--- config.mk ---
export PLATFORM = sky130hd
export DESIGN_NAME = axi4_mem_fill_flat
export DESIGN_NICKNAME = d
export VERILOG_FILES = /design/src/rtl/axi4_mem_fill_if.sv /design/src/rtl/axi4_mem_fill.sv /design/src/flat_wrapper.sv
export SDC_FILE = /design/constraint.sdc
export NUM_CORES = 1
export LEC_CHECK = 0
export CAP_MARGIN = 5
export CORE_MARGIN = 2
export CORE_UTILIZATION = 50
export CTS_CLUSTER_DIAMETER = 50
export DETAILED_ROUTE_END_ITERATION = 10
export PLACE_DENSITY_LB_ADDON = 0.08
export SYNTH_ARGS = -nofsm -noshare
export SYNTH_HDL_FRONTEND = slang
export SYNTH_SLANG_ARGS = --single-unit
export TNS_END_PERCENT = 1
--- constraint.sdc ---
create_clock -name ACLK -period 18.65 [get_ports ACLK]
set_clock_uncertainty 0.15 [all_clocks]
set_input_delay 3.73 -clock ACLK [delete_from_list [all_inputs] [get_ports ACLK]]
set_output_delay 3.73 -clock ACLK [all_outputs]
set_load 0.01 [all_outputs]
--- src/rtl/axi4_mem_fill_if.sv ---
// axi4_if: AXI4 bus bundle between the fill master and the SRAM slave.
interface axi4_if #(
  parameter int AXI_ADDRESS_WIDTH = 32,
  parameter int AXI_DATA_WIDTH    = 32,
  parameter int AXI_ID_WIDTH      = 4
);
  logic [AXI_ID_WIDTH-1:0]       awid;
  logic [AXI_ADDRESS_WIDTH-1:0]  awaddr;
  logic [7:0]                    awlen;
  logic [2:0]                    awsize;
  logic [1:0]                    awburst;
  logic                          awlock;
  logic [3:0]                    awcache;
  logic [2:0]                    awprot;
  logic [3:0]                    awqos;
  logic [3:0]                    awregion;
  logic                          awvalid;
  logic                          awready;
  logic [AXI_DATA_WIDTH-1:0]     wdata;
  logic [AXI_DATA_WIDTH/8-1:0]   wstrb;
  logic                          wlast;
  logic                          wvalid;
  logic                          wready;
  logic [AXI_ID_WIDTH-1:0]       bid;
  logic [1:0]                    bresp;
  logic                          bvalid;
  logic                          bready;
  logic [AXI_ID_WIDTH-1:0]       arid;
  logic [AXI_ADDRESS_WIDTH-1:0]  araddr;
  logic [7:0]                    arlen;
  logic [2:0]                    arsize;
  logic [1:0]                    arburst;
  logic                          arlock;
  logic [3:0]                    arcache;
  logic [2:0]                    arprot;
  logic [3:0]                    arqos;
  logic [3:0]                    arregion;
  logic                          arvalid;
  logic                          arready;
  logic [AXI_ID_WIDTH-1:0]       rid;
  logic [AXI_DATA_WIDTH-1:0]     rdata;
  logic [1:0]                    rresp;
  logic                          rlast;
  logic                          rvalid;
  logic                          rready;
  modport master (
    output awid, awaddr, awlen, awsize, awburst, awlock, awcache, awprot, awqos, awregion, awvalid,
    input  awready,
    output wdata, wstrb, wlast, wvalid,
    input  wready,
    input  bid, bresp, bvalid,
    output bready,
    output arid, araddr, arlen, arsize, arburst, arlock, arcache, arprot, arqos, arregion, arvalid,
    input  arready,
    input  rid, rdata, rresp, rlast, rvalid,
    output rready
  );
  modport slave (
    input  awid, awaddr, awlen, awsize, awburst, awlock, awcache, awprot, awqos, awregion, awvalid,
    output awready,
    input  wdata, wstrb, wlast, wvalid,
    output wready,
    output bid, bresp, bvalid,
    input  bready,
    input  arid, araddr, arlen, arsize, arburst, arlock, arcache, arprot, arqos, arregion, arvalid,
    output arready,
    output rid, rdata, rresp, rlast, rvalid,
    input  rready
  );
endinterface

--- src/rtl/axi4_mem_fill.sv ---
// axi4_mem_fill: AXI4 write master filling a region with constant/incrementing data in 4KB-safe INCR bursts.
module axi4_mem_fill #(
  parameter int AXI_ADDRESS_WIDTH = 32,
  parameter int AXI_DATA_WIDTH    = 32,
  parameter int AXI_ID_WIDTH      = 4,
  parameter int MAX_BURST         = 16
) (
  input  logic                         ACLK,
  input  logic                         ARESET,
  input  logic                         start,
  input  logic [AXI_ADDRESS_WIDTH-1:0] base_addr,
  input  logic [15:0]                  num_beats,
  input  logic [AXI_DATA_WIDTH-1:0]    pattern,
  input  logic                         incr_en,
  output logic                         busy,
  output logic                         done,
  output logic                         error,
  axi4_if.master                       m
);
  localparam int SZ = $clog2(AXI_DATA_WIDTH/8);
  localparam logic [AXI_ADDRESS_WIDTH-1:0] AMASK =
    ~((AXI_ADDRESS_WIDTH'(1) << SZ) - AXI_ADDRESS_WIDTH'(1));
  typedef enum logic [2:0] {S_IDLE, S_AW, S_W, S_B, S_DONE} state_t;
  state_t                        state_q, state_d;
  logic [AXI_ADDRESS_WIDTH-1:0]  addr_q, addr_d;
  logic [15:0]                   rem_q, rem_d;
  logic [8:0]                    beat_q, beat_d;
  logic [AXI_DATA_WIDTH-1:0]     data_q, data_d;
  logic                          incr_q, incr_d;
  logic                          err_q, err_d;
  logic [12:0]                   bnd;
  logic [15:0]                   lim;
  logic [8:0]                    len_c;
  logic                          unused;
  // addr_q/rem_q only move in B, so the burst length stays valid across AW, W and B
  assign bnd   = (13'd4096 - {1'b0, addr_q[11:0]}) >> SZ;
  assign lim   = (rem_q < 16'(MAX_BURST)) ? rem_q : 16'(MAX_BURST);
  assign len_c = (16'(bnd) < lim) ? 9'(bnd) : 9'(lim);
  always_comb begin
    state_d = state_q;
    addr_d  = addr_q;
    rem_d   = rem_q;
    beat_d  = beat_q;
    data_d  = data_q;
    incr_d  = incr_q;
    err_d   = err_q;
    case (state_q)
      S_IDLE: if (start) begin
        addr_d  = base_addr & AMASK;
        rem_d   = num_beats;
        data_d  = pattern;
        incr_d  = incr_en;
        err_d   = 1'b0;
        beat_d  = '0;
        state_d = (num_beats == 16'd0) ? S_DONE : S_AW;
      end
      S_AW: if (m.awready) begin
        beat_d  = '0;
        state_d = S_W;
      end
      S_W: if (m.wready) begin
        beat_d  = beat_q + 9'd1;
        data_d  = incr_q ? data_q + AXI_DATA_WIDTH'(1) : data_q;
        state_d = m.wlast ? S_B : S_W;
      end
      S_B: if (m.bvalid) begin
        addr_d  = addr_q + (AXI_ADDRESS_WIDTH'(len_c) << SZ);
        rem_d   = rem_q - 16'(len_c);
        err_d   = err_q | (m.bresp != 2'b00);
        state_d = (m.bresp != 2'b00 || rem_d == 16'd0) ? S_DONE : S_AW;
      end
      default: state_d = S_IDLE;
    endcase
  end
  always_ff @(posedge ACLK) begin
    if (ARESET) begin
      state_q <= S_IDLE;
      addr_q  <= '0;
      rem_q   <= '0;
      beat_q  <= '0;
      data_q  <= '0;
      incr_q  <= 1'b0;
      err_q   <= 1'b0;
    end else begin
      state_q <= state_d;
      addr_q  <= addr_d;
      rem_q   <= rem_d;
      beat_q  <= beat_d;
      data_q  <= data_d;
      incr_q  <= incr_d;
      err_q   <= err_d;
    end
  end
  assign busy       = (state_q == S_AW) || (state_q == S_W) || (state_q == S_B);
  assign done       = (state_q == S_DONE);
  assign error      = err_q;
  assign m.awid     = '0;
  assign m.awaddr   = addr_q;
  assign m.awlen    = 8'(len_c - 9'd1);
  assign m.awsize   = 3'(SZ);
  assign m.awburst  = 2'b01;
  assign m.awlock   = 1'b0;
  assign m.awcache  = '0;
  assign m.awprot   = '0;
  assign m.awqos    = '0;
  assign m.awregion = '0;
  assign m.awvalid  = (state_q == S_AW);
  assign m.wdata    = data_q;
  assign m.wstrb    = '1;
  assign m.wlast    = (state_q == S_W) && (beat_q == len_c - 9'd1);
  assign m.wvalid   = (state_q == S_W);
  assign m.bready   = (state_q == S_B);
  assign m.arid     = '0;
  assign m.araddr   = '0;
  assign m.arlen    = '0;
  assign m.arsize   = '0;
  assign m.arburst  = '0;
  assign m.arlock   = 1'b0;
  assign m.arcache  = '0;
  assign m.arprot   = '0;
  assign m.arqos    = '0;
  assign m.arregion = '0;
  assign m.arvalid  = 1'b0;
  assign m.rready   = 1'b1;
  assign unused = ^{m.bid, m.arready, m.rid, m.rdata, m.rresp, m.rlast, m.rvalid};
endmodule

--- src/flat_wrapper.sv ---
// flat-port wrapper written by rule: the top's interface ports become plain ports
module axi4_mem_fill_flat 
#(
  parameter int AXI_ADDRESS_WIDTH = 32,
  parameter int AXI_DATA_WIDTH    = 32,
  parameter int AXI_ID_WIDTH      = 4,
  parameter int MAX_BURST         = 16
)
  (ACLK, ARESET, start, base_addr, num_beats, pattern, incr_en, busy, done, error, m_awid, m_awaddr, m_awlen, m_awsize, m_awburst, m_awlock, m_awcache, m_awprot, m_awqos, m_awregion, m_awvalid, m_awready, m_wdata, m_wstrb, m_wlast, m_wvalid, m_wready, m_bid, m_bresp, m_bvalid, m_bready, m_arid, m_araddr, m_arlen, m_arsize, m_arburst, m_arlock, m_arcache, m_arprot, m_arqos, m_arregion, m_arvalid, m_arready, m_rid, m_rdata, m_rresp, m_rlast, m_rvalid, m_rready);
  axi4_if #(.AXI_ADDRESS_WIDTH(AXI_ADDRESS_WIDTH), .AXI_DATA_WIDTH(AXI_DATA_WIDTH), .AXI_ID_WIDTH(AXI_ID_WIDTH)) m_i ();
  input  logic ACLK;
  input  logic ARESET;
  input  logic start;
  input  logic [AXI_ADDRESS_WIDTH-1:0] base_addr;
  input  logic [15:0] num_beats;
  input  logic [AXI_DATA_WIDTH-1:0] pattern;
  input  logic incr_en;
  output logic busy;
  output logic done;
  output logic error;
  output wire logic [$bits(m_i.awid)-1:0] m_awid;
  output wire logic [$bits(m_i.awaddr)-1:0] m_awaddr;
  output wire logic [$bits(m_i.awlen)-1:0] m_awlen;
  output wire logic [$bits(m_i.awsize)-1:0] m_awsize;
  output wire logic [$bits(m_i.awburst)-1:0] m_awburst;
  output wire logic [$bits(m_i.awlock)-1:0] m_awlock;
  output wire logic [$bits(m_i.awcache)-1:0] m_awcache;
  output wire logic [$bits(m_i.awprot)-1:0] m_awprot;
  output wire logic [$bits(m_i.awqos)-1:0] m_awqos;
  output wire logic [$bits(m_i.awregion)-1:0] m_awregion;
  output wire logic [$bits(m_i.awvalid)-1:0] m_awvalid;
  input wire logic [$bits(m_i.awready)-1:0] m_awready;
  output wire logic [$bits(m_i.wdata)-1:0] m_wdata;
  output wire logic [$bits(m_i.wstrb)-1:0] m_wstrb;
  output wire logic [$bits(m_i.wlast)-1:0] m_wlast;
  output wire logic [$bits(m_i.wvalid)-1:0] m_wvalid;
  input wire logic [$bits(m_i.wready)-1:0] m_wready;
  input wire logic [$bits(m_i.bid)-1:0] m_bid;
  input wire logic [$bits(m_i.bresp)-1:0] m_bresp;
  input wire logic [$bits(m_i.bvalid)-1:0] m_bvalid;
  output wire logic [$bits(m_i.bready)-1:0] m_bready;
  output wire logic [$bits(m_i.arid)-1:0] m_arid;
  output wire logic [$bits(m_i.araddr)-1:0] m_araddr;
  output wire logic [$bits(m_i.arlen)-1:0] m_arlen;
  output wire logic [$bits(m_i.arsize)-1:0] m_arsize;
  output wire logic [$bits(m_i.arburst)-1:0] m_arburst;
  output wire logic [$bits(m_i.arlock)-1:0] m_arlock;
  output wire logic [$bits(m_i.arcache)-1:0] m_arcache;
  output wire logic [$bits(m_i.arprot)-1:0] m_arprot;
  output wire logic [$bits(m_i.arqos)-1:0] m_arqos;
  output wire logic [$bits(m_i.arregion)-1:0] m_arregion;
  output wire logic [$bits(m_i.arvalid)-1:0] m_arvalid;
  input wire logic [$bits(m_i.arready)-1:0] m_arready;
  input wire logic [$bits(m_i.rid)-1:0] m_rid;
  input wire logic [$bits(m_i.rdata)-1:0] m_rdata;
  input wire logic [$bits(m_i.rresp)-1:0] m_rresp;
  input wire logic [$bits(m_i.rlast)-1:0] m_rlast;
  input wire logic [$bits(m_i.rvalid)-1:0] m_rvalid;
  output wire logic [$bits(m_i.rready)-1:0] m_rready;
  assign m_awid = m_i.awid;
  assign m_awaddr = m_i.awaddr;
  assign m_awlen = m_i.awlen;
  assign m_awsize = m_i.awsize;
  assign m_awburst = m_i.awburst;
  assign m_awlock = m_i.awlock;
  assign m_awcache = m_i.awcache;
  assign m_awprot = m_i.awprot;
  assign m_awqos = m_i.awqos;
  assign m_awregion = m_i.awregion;
  assign m_awvalid = m_i.awvalid;
  assign m_i.awready = m_awready;
  assign m_wdata = m_i.wdata;
  assign m_wstrb = m_i.wstrb;
  assign m_wlast = m_i.wlast;
  assign m_wvalid = m_i.wvalid;
  assign m_i.wready = m_wready;
  assign m_i.bid = m_bid;
  assign m_i.bresp = m_bresp;
  assign m_i.bvalid = m_bvalid;
  assign m_bready = m_i.bready;
  assign m_arid = m_i.arid;
  assign m_araddr = m_i.araddr;
  assign m_arlen = m_i.arlen;
  assign m_arsize = m_i.arsize;
  assign m_arburst = m_i.arburst;
  assign m_arlock = m_i.arlock;
  assign m_arcache = m_i.arcache;
  assign m_arprot = m_i.arprot;
  assign m_arqos = m_i.arqos;
  assign m_arregion = m_i.arregion;
  assign m_arvalid = m_i.arvalid;
  assign m_i.arready = m_arready;
  assign m_i.rid = m_rid;
  assign m_i.rdata = m_rdata;
  assign m_i.rresp = m_rresp;
  assign m_i.rlast = m_rlast;
  assign m_i.rvalid = m_rvalid;
  assign m_rready = m_i.rready;
  axi4_mem_fill #(.AXI_ADDRESS_WIDTH(AXI_ADDRESS_WIDTH), .AXI_DATA_WIDTH(AXI_DATA_WIDTH), .AXI_ID_WIDTH(AXI_ID_WIDTH), .MAX_BURST(MAX_BURST)) u_core (.ACLK(ACLK), .ARESET(ARESET), .start(start), .base_addr(base_addr), .num_beats(num_beats), .pattern(pattern), .incr_en(incr_en), .busy(busy), .done(done), .error(error), .m(m_i));
endmodule
==> results of run 1 <==
==> cells in the final DEF, fill, tap and decap left out, types with 7 or more instances in the layout <==
cell type        count
a211o_1              7
a211oi_1            36
a21oi_1             80
a221oi_1             9
a22oi_1             10
a311oi_1            10
a31oi_1             11
and2_1               7
and3_1              18
buf_4               11
clkbuf_16            9
clkdlybuf4s50_1    162
conb_1             104
dfxtp_1             92
ha_1                20
inv_1               37
nand2_1            109
nand2b_1             7
nand3_1             52
nand4_1             12
nor2_1             124
nor2b_1              7
nor3_1              31
nor4_1              13
o211ai_1             7
o21a_1              10
o21ai_0             71
o22ai_1             26
o31ai_1              7
or3_1               11
xnor2_1             32
xor2_1               9
==> critical path, cell delays in order (launching register included) <==
cell,delay (ns)
dfxtp_1,0.38
nor4_1,0.57
and3_1,0.63
nand2_1,0.21
ha_1,0.27
nor3b_1,0.29
nand4_2,0.21
a211o_1,0.43
nand2_2,0.45
o21ai_1,0.33
inv_1,0.28
nand4_2,0.23
or3_1,0.48
xnor2_1,0.27
xnor2_1,0.15
o311a_1,0.31
clkdlybuf4s50_1,0.58
==> logic make-up after synthesis <==
logic type,after synthesis,synth area share (%)
mux,5,0.6214
compound gates,359,29.62
xor+xnor,42,4.513
fa+ha+maj,28,3.936
simple gates,432,25.36
other cells,2,0.08880
buf+inv,209,14.08
flops,92,21.78
==> final timing paths <==
kind / to / slack [ns]
max reg2reg: u_core.state_q[2]$_SDFFE_PP0P_ / 11.43
min reg2reg: u_core.incr_q$_SDFFE_PP0P_ / 0.30
min: u_core.incr_q$_SDFFE_PP0P_ / 0.30
max: m_wlast / 8.35
==> Yosys cell counts (4+ instances only) <==
cell,instances
nor2b_1,7
nor2_1,124
or3_1,11
dfxtp_1,92
o21ai_0,71
a221oi_1,9
o311ai_0,4
nand4_1,12
nand2_1,109
o22ai_1,26
buf_1,4
a2111oi_0,5
a211oi_1,36
nand2b_1,7
nand3_1,52
a311oi_1,10
o31ai_1,7
buf_2,10
a211o_1,7
maj3_1,6
o22a_1,4
o211ai_1,7
nor3b_1,5
o21a_1,10
or2_2,4
and2_1,7
and3_1,18
nor3_1,31
a31oi_1,11
o21ai_1,5
nor4_1,13
clkbuf_1,52
o2111ai_1,4
a21o_1,6
xnor2_1,32
xor2_1,9
inv_1,37
a21oi_1,80
ha_1,20
a22oi_1,10
buf_4,101
==> routing by layer <==
metal	share of wire (%)	wire length, um	vias up
met5	0	0	-
met4	2.4	647	0
met3	7.8	2064	44
met2	45	11780	398
met1	45	11970	4156
li1	-	-	4321
==> layout make-up <==
class	instances	area, um^2
clock inverters	3	68.82
fillers	1559	6471
inverters	40	150.1
repair buffers	174	1709
multi-input cells	970	5807
well taps	220	275.3
clock buffers	13	260.3
flip-flops and latches	92	1842
==> per-stage QoR <==
| step | power [mW] | cell area [um^2] | hold slack (ns) | setup WS [ns] | utilization (%) |
|---|---|---|---|---|---|
| finish | 1.769 | 10110 | 0.3025 | 8.348 | 60.98 |
| global route | 1.896 | 10110 | 0.3521 | 8.047 | 60.98 |
| CTS | 1.749 | 10110 | 0.3056 | 8.496 | 60.98 |
| detailed placement | 1.534 | 9783 | 0.2968 | 8.861 | 58.99 |
| global placement | 1.523 | 9783 | 0.2964 | 8.940 | 58.99 |
| floorplan | 1.172 | 8840 | 0.2819 | 10.35 | - |
==> registers in the layout, summed over array words and instances, names as in the netlist <==
signal / count
u_core.m.wdata: 32
u_core.state_q: 3
u_core.beat_q: 9
u_core.error: 1
u_core.m.awaddr: 30
u_core.rem_q: 16
u_core.incr_q: 1
==> power groups by stage <==
stage                     registers [mW]  logic [mW]  clock network [mW]
after floorplan                    0.307       0.865                   0
after global placement             0.325        1.20                   0
after detailed placement           0.325        1.21                   0
after CTS                          0.321        1.22               0.209
after global routing               0.333        1.35               0.217
final                              0.324        1.24               0.207
==> metrics list, run 1 <==
- Summed over all nets, the switching power comes to 0.9074 mW.
- Number of iterations in the first detailed-routing pass: 6
- Fraction of final layout cells with drive strength greater than 1: 5.263%
- Internal power contribution: roughly 0.86 mW
* Quantity of I/O buffers inserted on ports: between 150 and 200
- Global-route wire length before repair: about 42 mm
* Number of cell instances on the worst register-to-register path: 20
* Fraction of met2 tracks used by global routing: between 40% and 50%
* Post-cts resize count: 0
- For this run, the leading register cell type out of synthesis is dfxtp_1.
- By area the synthesized netlist is led by dfxtp_1 (22%), buf_4 (9.0%), nor2_1 (5.5%), nand2_1 (4.8%), a21oi_1 (4.7%).
- The critical path in this run is classified as reg -> out.
- The detail route stage leaves a number of antenna-violating nets equal to 0.
- Sinks on the clock net: roughly 90
- Based on the critical path, the design can be clocked at up to between 0.09 and 0.1 GHz.
- Clock-pin slew was measured on the worst setup and hold paths at ~0.06 ns.
* Gr busiest metal: met2
- Leakage component of the power: around 3.7 nW
- The biggest area contributor in the post-synthesis netlist is dfxtp_1.
- Outcome: finished clean
- Chip height: roughly 130 um
- The number of hold buffers added after CTS was 0.
* Share of power burned in the clock network: 11.7%
- No sink is reached through more buffers than the 2 on the longest clock path.
- For the pin with the worst max-slew slack, the measured transition is slightly above 0.9 ns.
- Share of the synthesized area in the top cell type: 21.78%
- For this run, the post-layout net count is roughly 1400.
* Starting DRT DRC Count: just under 900
- For this configuration, the core starts out at a cell density of approximately half.
- Across every metal layer, demand over resource in global routing totals roughly 29%.
* Cell Pwr Density: between 150 and 200 nW/um^2
- Placed cell count: ~1500
- The number of antenna diodes in the final layout is 0.
- After synthesis the netlist holds a flip-flop and latch count of between 90 and 100.
- Count of cell types in the netlist: 100
* Core area: about 17000 um^2
* Met1 Use GR: a little over two fifths
* Vias in the first global route: a little under 8000
* Ports: roughly 310
- Relative contribution of sequential cells to total power: a little under a fifth
* Std cell rows: 47
- Global routing finished with a remaining overflow of 0.
- STA classifies the critical path endpoint as a primary output.
- Endpoints failing setup: 0
- Sequential cell area fraction in the yosys report: 21.78%
- Final Hold Viols: 0
- Type of the worst min-delay path: reg -> reg
* # DRC: 0
- The die is about 130 um wide.
- Synthesis produced 1169 cells.
- Using the TritonRoute via totals, the vias-per-cell ratio works out to approximately 6.
- After detailed routing, the average wire length per cell comes to approximately 18 um.
- Post-synthesis average cell area: 7.234 um^2
- The max-slew violation total from the final report was 0.
- The number of antenna violations at the first check in global routing was 0.
- VDD sags by at most 0.0001093 V.
* Number of clock buffers inserted by TritonCTS: 9
- At the end of routability-driven placement, the weighted congestion stood at around 0.94.
- Clock root buffer: clkbuf_16
- Hold_sp: u_core.incr_q$_SDFFE_PP0P_
* Maximum fanout encountered on the critical timing path: 22
- In this run switching power makes up 51.28% of total power.
* Number of standard cells in the layout, taps in and fillers out: 1512
- The clock period could shrink to about 10 ns.
- Entering global routing, the biggest net connects slightly below 80 pins.
* Final period util: a little under three fifths
- The routed design has 26.46 mm of wire.
- Detailed routing inserted a total of 8919 vias.
* Setup TNS: 0 ns
- Number of post-CTS setup repair buffers: 0
* Startpoint Class: flip-flop
- During synthesis, Yosys emitted a total of 0 warnings.
- Setup repair after global routing left no endpoint under its margin.
- Max-cap violations in this run came to 0.
- Full die area: approximately 18000 um^2
- In this run the tightest slew margin relative to its limit is between 30% and 40%.
- The H-tree was split into 3 levels.
- FFs w/ async S/R, synth: 0%
- Arrival time of the worst setup path: ~6.4 ns
- Along the worst hold path, the cell count comes to 2.
* Layout overhead on the synthesized area: 19.57%
* Worst flop-to-flop path startpoint: u_core.rem_q[9]$_SDFFE_PP0P_
* EDFF count, synth: 0
- Mapped Area: approximately 8500 um^2
* GR Layer Usage met3: about 4%
- Summed over all nets, the half-perimeter wirelength after detailed placement is 19.15 mm.
- Combinational share of power: around 70%
- The clock reaches the later pin of the worst-skew pair after about 0.35 ns.
* Required time of the worst setup path: about 15 ns
* TritonCTS clock tree: done
- Tracing the worst setup path back leads to its startpoint at u_core.rem_q[9]$_SDFFE_PP0P_.
No activity file was read; power rests on OpenSTA's default activity.
==> inputs of run 2 (changes only) <==
Settings changed: CORE_UTILIZATION 50 to 42.
Clock period 18.65 ns to 8.3 ns, I/O delays scaled along.
==> run 2 against run 1 <==
Final area rose by 1.4%; global-route usage fell by 3.6 points; count of clock-buffer cells in the layout fell by 3; die area rose by 18%; via count fell by 0.29%; register-to-register slack got worse by 10 ns; utilization fell by 8.6 points; critical path depth rose by 2; clock power rose by 130%; flip-flop and latch count did not move; critical endpoint unchanged; largest cell class unchanged.
==> metrics list, run 2 (same netlist as run 1, synthesis figures left out) <==
- Number of maximum-capacitance violations: 0 (unchanged)
* Required time of the worst setup path: 6.49 ns (was 14.77 ns)
- Final weighted congestion of routability-driven global placement: 0.9400 (was 0.9447)
* Crit-path max cell delay: 0.59 ns (was 0.63 ns)
- The worst slew slack as a fraction of its limit came to 37.99% (was 37.80%).
* Worst flop-to-flop path startpoint: u_core.m.awaddr[5]$_SDFFE_PP0P_ (was u_core.rem_q[9]$_SDFFE_PP0P_)
- Total number of vias: 8893 (was 8919)
- The die outline area is 21290 um^2 (was 17970 um^2).
* Final period util: a little over nine tenths
- Cells along the critical path: inv_1, ha_1, inv_1, or3_1, nand2_2, inv_1, ha_1, a21oi_1, o211ai_1, a211o_1, nand2_2, a2bb2oi_2, nand4_2, or3_1, xnor2_1, xnor2_1, o311a_1, clkdlybuf4s50_1 (was nor4_1, and3_1, nand2_1, ha_1, nor3b_1, nand4_2, a211o_1, nand2_2, o21ai_1, inv_1, nand4_2, or3_1, xnor2_1, xnor2_1, o311a_1, clkdlybuf4s50_1)
- The signal arrival time at the worst endpoint is 6.00 ns (was 6.42 ns).
* Clock latency reported for the late side of the worst-skew pair: 0.36 ns (was 0.35 ns)
* H-tree depth: 3 (unchanged)
* Placed cell count: 1552 (was 1496)
- Most used cells in the layout excluding fill and tap cells: clkdlybuf4s50_1 (162), nor2_1 (123), nand2_1 (109) (was clkdlybuf4s50_1 (162), nor2_1 (124), nand2_1 (109))
- The global-route usage over all layers is 25.24% (was 28.87%).
- The flip-flop count of the largest register, all copies and words added was 32 (unchanged).
* Instance count along the most critical hold path: 2 (unchanged)
* Buf+Inv Stages, Crit Path: 4 (was 2)
- Chip height: 145.9 um (was 134.1 um)
- Maximum fanout encountered on the critical timing path: 15 (was 22)
* Fraction of final layout cells with drive strength greater than 1: 6.293% (was 5.263%)
* Slew of the pin with the lowest slew margin: 0.9246 ns (was 0.9268 ns)
* Std cell rows: 51 (was 47)
- Post-route cell area: 10260 um^2 (was 10110 um^2)
- The master cell of the clock root buffer was clkbuf_16 (unchanged).
- Antenna diodes: 0 (unchanged)
- Leakage component of the power: 3.768 nW (was 3.707 nW)
- The count of routing violations after the opening detailed-route iteration is 810 (was 865).
- Final global-route overflow total: 0 (unchanged)
* WL/cell: 17.73 um (was 17.50 um)
- The deepest clock path buffer count was 2 (unchanged).
- Core area: 19590 um^2 (was 16580 um^2)
- The aggregate negative setup slack is 0 ns (unchanged).
- The critical path endpoint category is a primary output (unchanged).
- Die X-Extent: 145.9 um (was 134.1 um)
- The wire length of the first global-routing pass came to 43.73 mm (was 41.92 mm).
- Endpoints failing setup: 0 (unchanged)
- Hold endpoint: u_core.incr_q$_SDFFE_PP0P_ (unchanged)
- The total wirelength of the detailed-routed design was 27.80 mm (was 26.46 mm).
- Achievable Freq: ~0.13 GHz
- The kind of launch point of the worst setup path is a flip-flop (unchanged).
- The number of global-route vias before repair came to 7962 (was 7875).
- Outcome: finished clean (unchanged)
* Minimum setup slack among reg-to-reg paths: 1.33 ns (was 11.43 ns)
* Sinks on the clock net: 92 (unchanged)
- The starting density of the core came to 43.17% (was 51.00%).
* Final max-slew violation count: 0 (unchanged)
- The maximum number of pins on one net before global-route repair is 48 (was 77).
- The quantity of I/O buffers inserted on ports came to 163 (unchanged).
- Post-place instance area: 9925 um^2 (was 9783 um^2)
- The type of the tightest min-delay check is reg -> reg (unchanged).
* Ports: 309 (unchanged)
* Number of standard cells in the layout, taps in and fillers out: 1568 (was 1512)
- The hold violation count in the final report is 0 (unchanged).
- The utilization after layout is 52.36% (was 60.98%).
* Slowest cell on crit path: clkdlybuf4s50_1 (was and3_1)
- The worst min-delay path startpoint is u_core.incr_q$_SDFFE_PP0P_ (unchanged).
- The endpoint of the worst-slack reg-to-reg timing path was u_core.state_q[2]$_SDFFE_PP0P_ (unchanged).
* Nets: 1452 (was 1441)
* VDD IR-drop max: 0.0001593 V (was 0.0001093 V)
* Number of antenna violations at the first check in global routing: 0 (unchanged)
- The signed area change from the synthesized netlist to the final layout is 21.29% (was 19.57%).
- The half-perimeter wire length of the detailed placement result came to 20.51 mm (was 19.15 mm).
* Clock slew at the register clock pins of the worst setup and hold paths: 0.07 ns (was 0.06 ns)
- Counting stages on the worst path, the most repeated cell is inv_1.
- The number of fill cells was 1985 (was 1559).
- Number of iterations in the first detailed-routing pass: 5 (was 6)
- Number of post-CTS setup repair buffers: 0 (unchanged)
- # DRC: 0 (unchanged)
* Worst setup path class: reg -> out (unchanged)
- The clock tree from TritonCTS is done (unchanged).
- Number of cell instances on the worst register-to-register path: 23 (was 20)
- Setup repair after global routing missed its margin: no (unchanged)
* Number of buffers inserted by hold repair at cts: 0 (unchanged)
- The top cell family by delay on the critical path was simple AND/OR/NAND/NOR gates (unchanged).
* Antenna-violating nets left: 0 (unchanged)
* Most common cell after layout, fill and taps aside: clkdlybuf4s50_1 (unchanged)
- The power per unit of standard cell area is 392.9 nW/um^2 (was 175.0 nW/um^2).
- Post-cts resize count: 0 (unchanged)
- Final min period: 7.812 ns
- Via/cell ratio: 5.672 (was 5.899)
* Number of clock buffers inserted by TritonCTS: 9 (unchanged)
[run 2: cell count changes in the layout (fill, tap and decap cells not counted)]
cell | before | now
clkinv_4 | 1 | 0
buf_4 | 11 | 22
inv_6 | 0 | 2
nor2_2 | 0 | 1
clkinv_2 | 0 | 1
clkbuf_1 | 2 | 0
nor2_1 | 124 | 123
clkbuf_8 | 2 | 1
inv_8 | 0 | 1
[run 2: routing by layer]
| layer | vias up | global-route usage (%) | wire length, um |
|---|---|---|---|
| li1 | 4348 | - | - |
| met1 | 4134 | 36.36 | 13190 |
| met2 | 368 | 38.56 | 12210 |
| met3 | 43 | 3.699 | 1737 |
| met4 | 0 | 8.284 | 663 |
| met5 | - | 0 | 0 |
[run 2: worst max-delay path by stage]
| stage | startpoint | to | slack (ns) | cells past startpoint |
|---|---|---|---|---|
| final | u_core.m.awaddr[2]$_SDFFE_PP0P_ | m_wlast | 0.49 | 18 |
| after global routing | u_core.m.awaddr[5]$_SDFFE_PP0P_ | m_wlast | 0.11 | 17 |
| after CTS | u_core.m.awaddr[2]$_SDFFE_PP0P_ | m_wlast | 0.49 | 18 |
| after detailed placement | u_core.m.awaddr[2]$_SDFFE_PP0P_ | m_wlast | 0.92 | 18 |
| after global placement | u_core.m.awaddr[5]$_SDFFE_PP0P_ | m_wlast | 0.95 | 16 |
| after floorplan | u_core.m.awaddr[3]$_SDFFE_PP0P_ | m_wlast | 2.07 | 21 |
[run 2: area by class of cell]
class                      instances  area (um^2)  share of cell area, %
clock inverter                     6        93.84                 0.9149
multi-input combinational        970         5809                  56.64
timing repair buffer             185         1792                  17.47
sequential                        92         1842                  17.96
inverter                          40        150.1                  1.464
clock buffer                      10        239.0                  2.330
tap                              265        331.6                  3.233
[run 2: power by group]
part | internal (mW) | leakage [nW] | switching [mW]
combinational | 1.14 | 2.84 | 1.69
clock | 0.276 | 0.165 | 0.196
sequential | 0.550 | 0.758 | 0.172
total | 1.97 | 3.77 | 2.06
[run 2: stage by stage]
step	hold WS, ns	setup slack [ns]	power, mW
finish	0.3135	0.4879	4.030
global route	0.3443	0.1145	4.332
CTS	0.3156	0.4885	4.006
detailed placement	0.3060	0.9170	3.519
global placement	0.3000	0.9536	3.504
floorplan	0.2819	2.068	2.634
[run 2: worst register-to-register path: cells and delay by family (launching register included)]
kind | cells | cell delay [ns]
XOR/XNOR | 1 | 0.21
buffers and inverters | 2 | 0.45
adder cells (fa/ha/maj) | 2 | 0.75
AO/OA/AOI/OAI | 7 | 1.65
flip-flops | 1 | 0.48
multiplexers | 1 | 0.18
AND/OR/NAND/NOR | 10 | 3.01
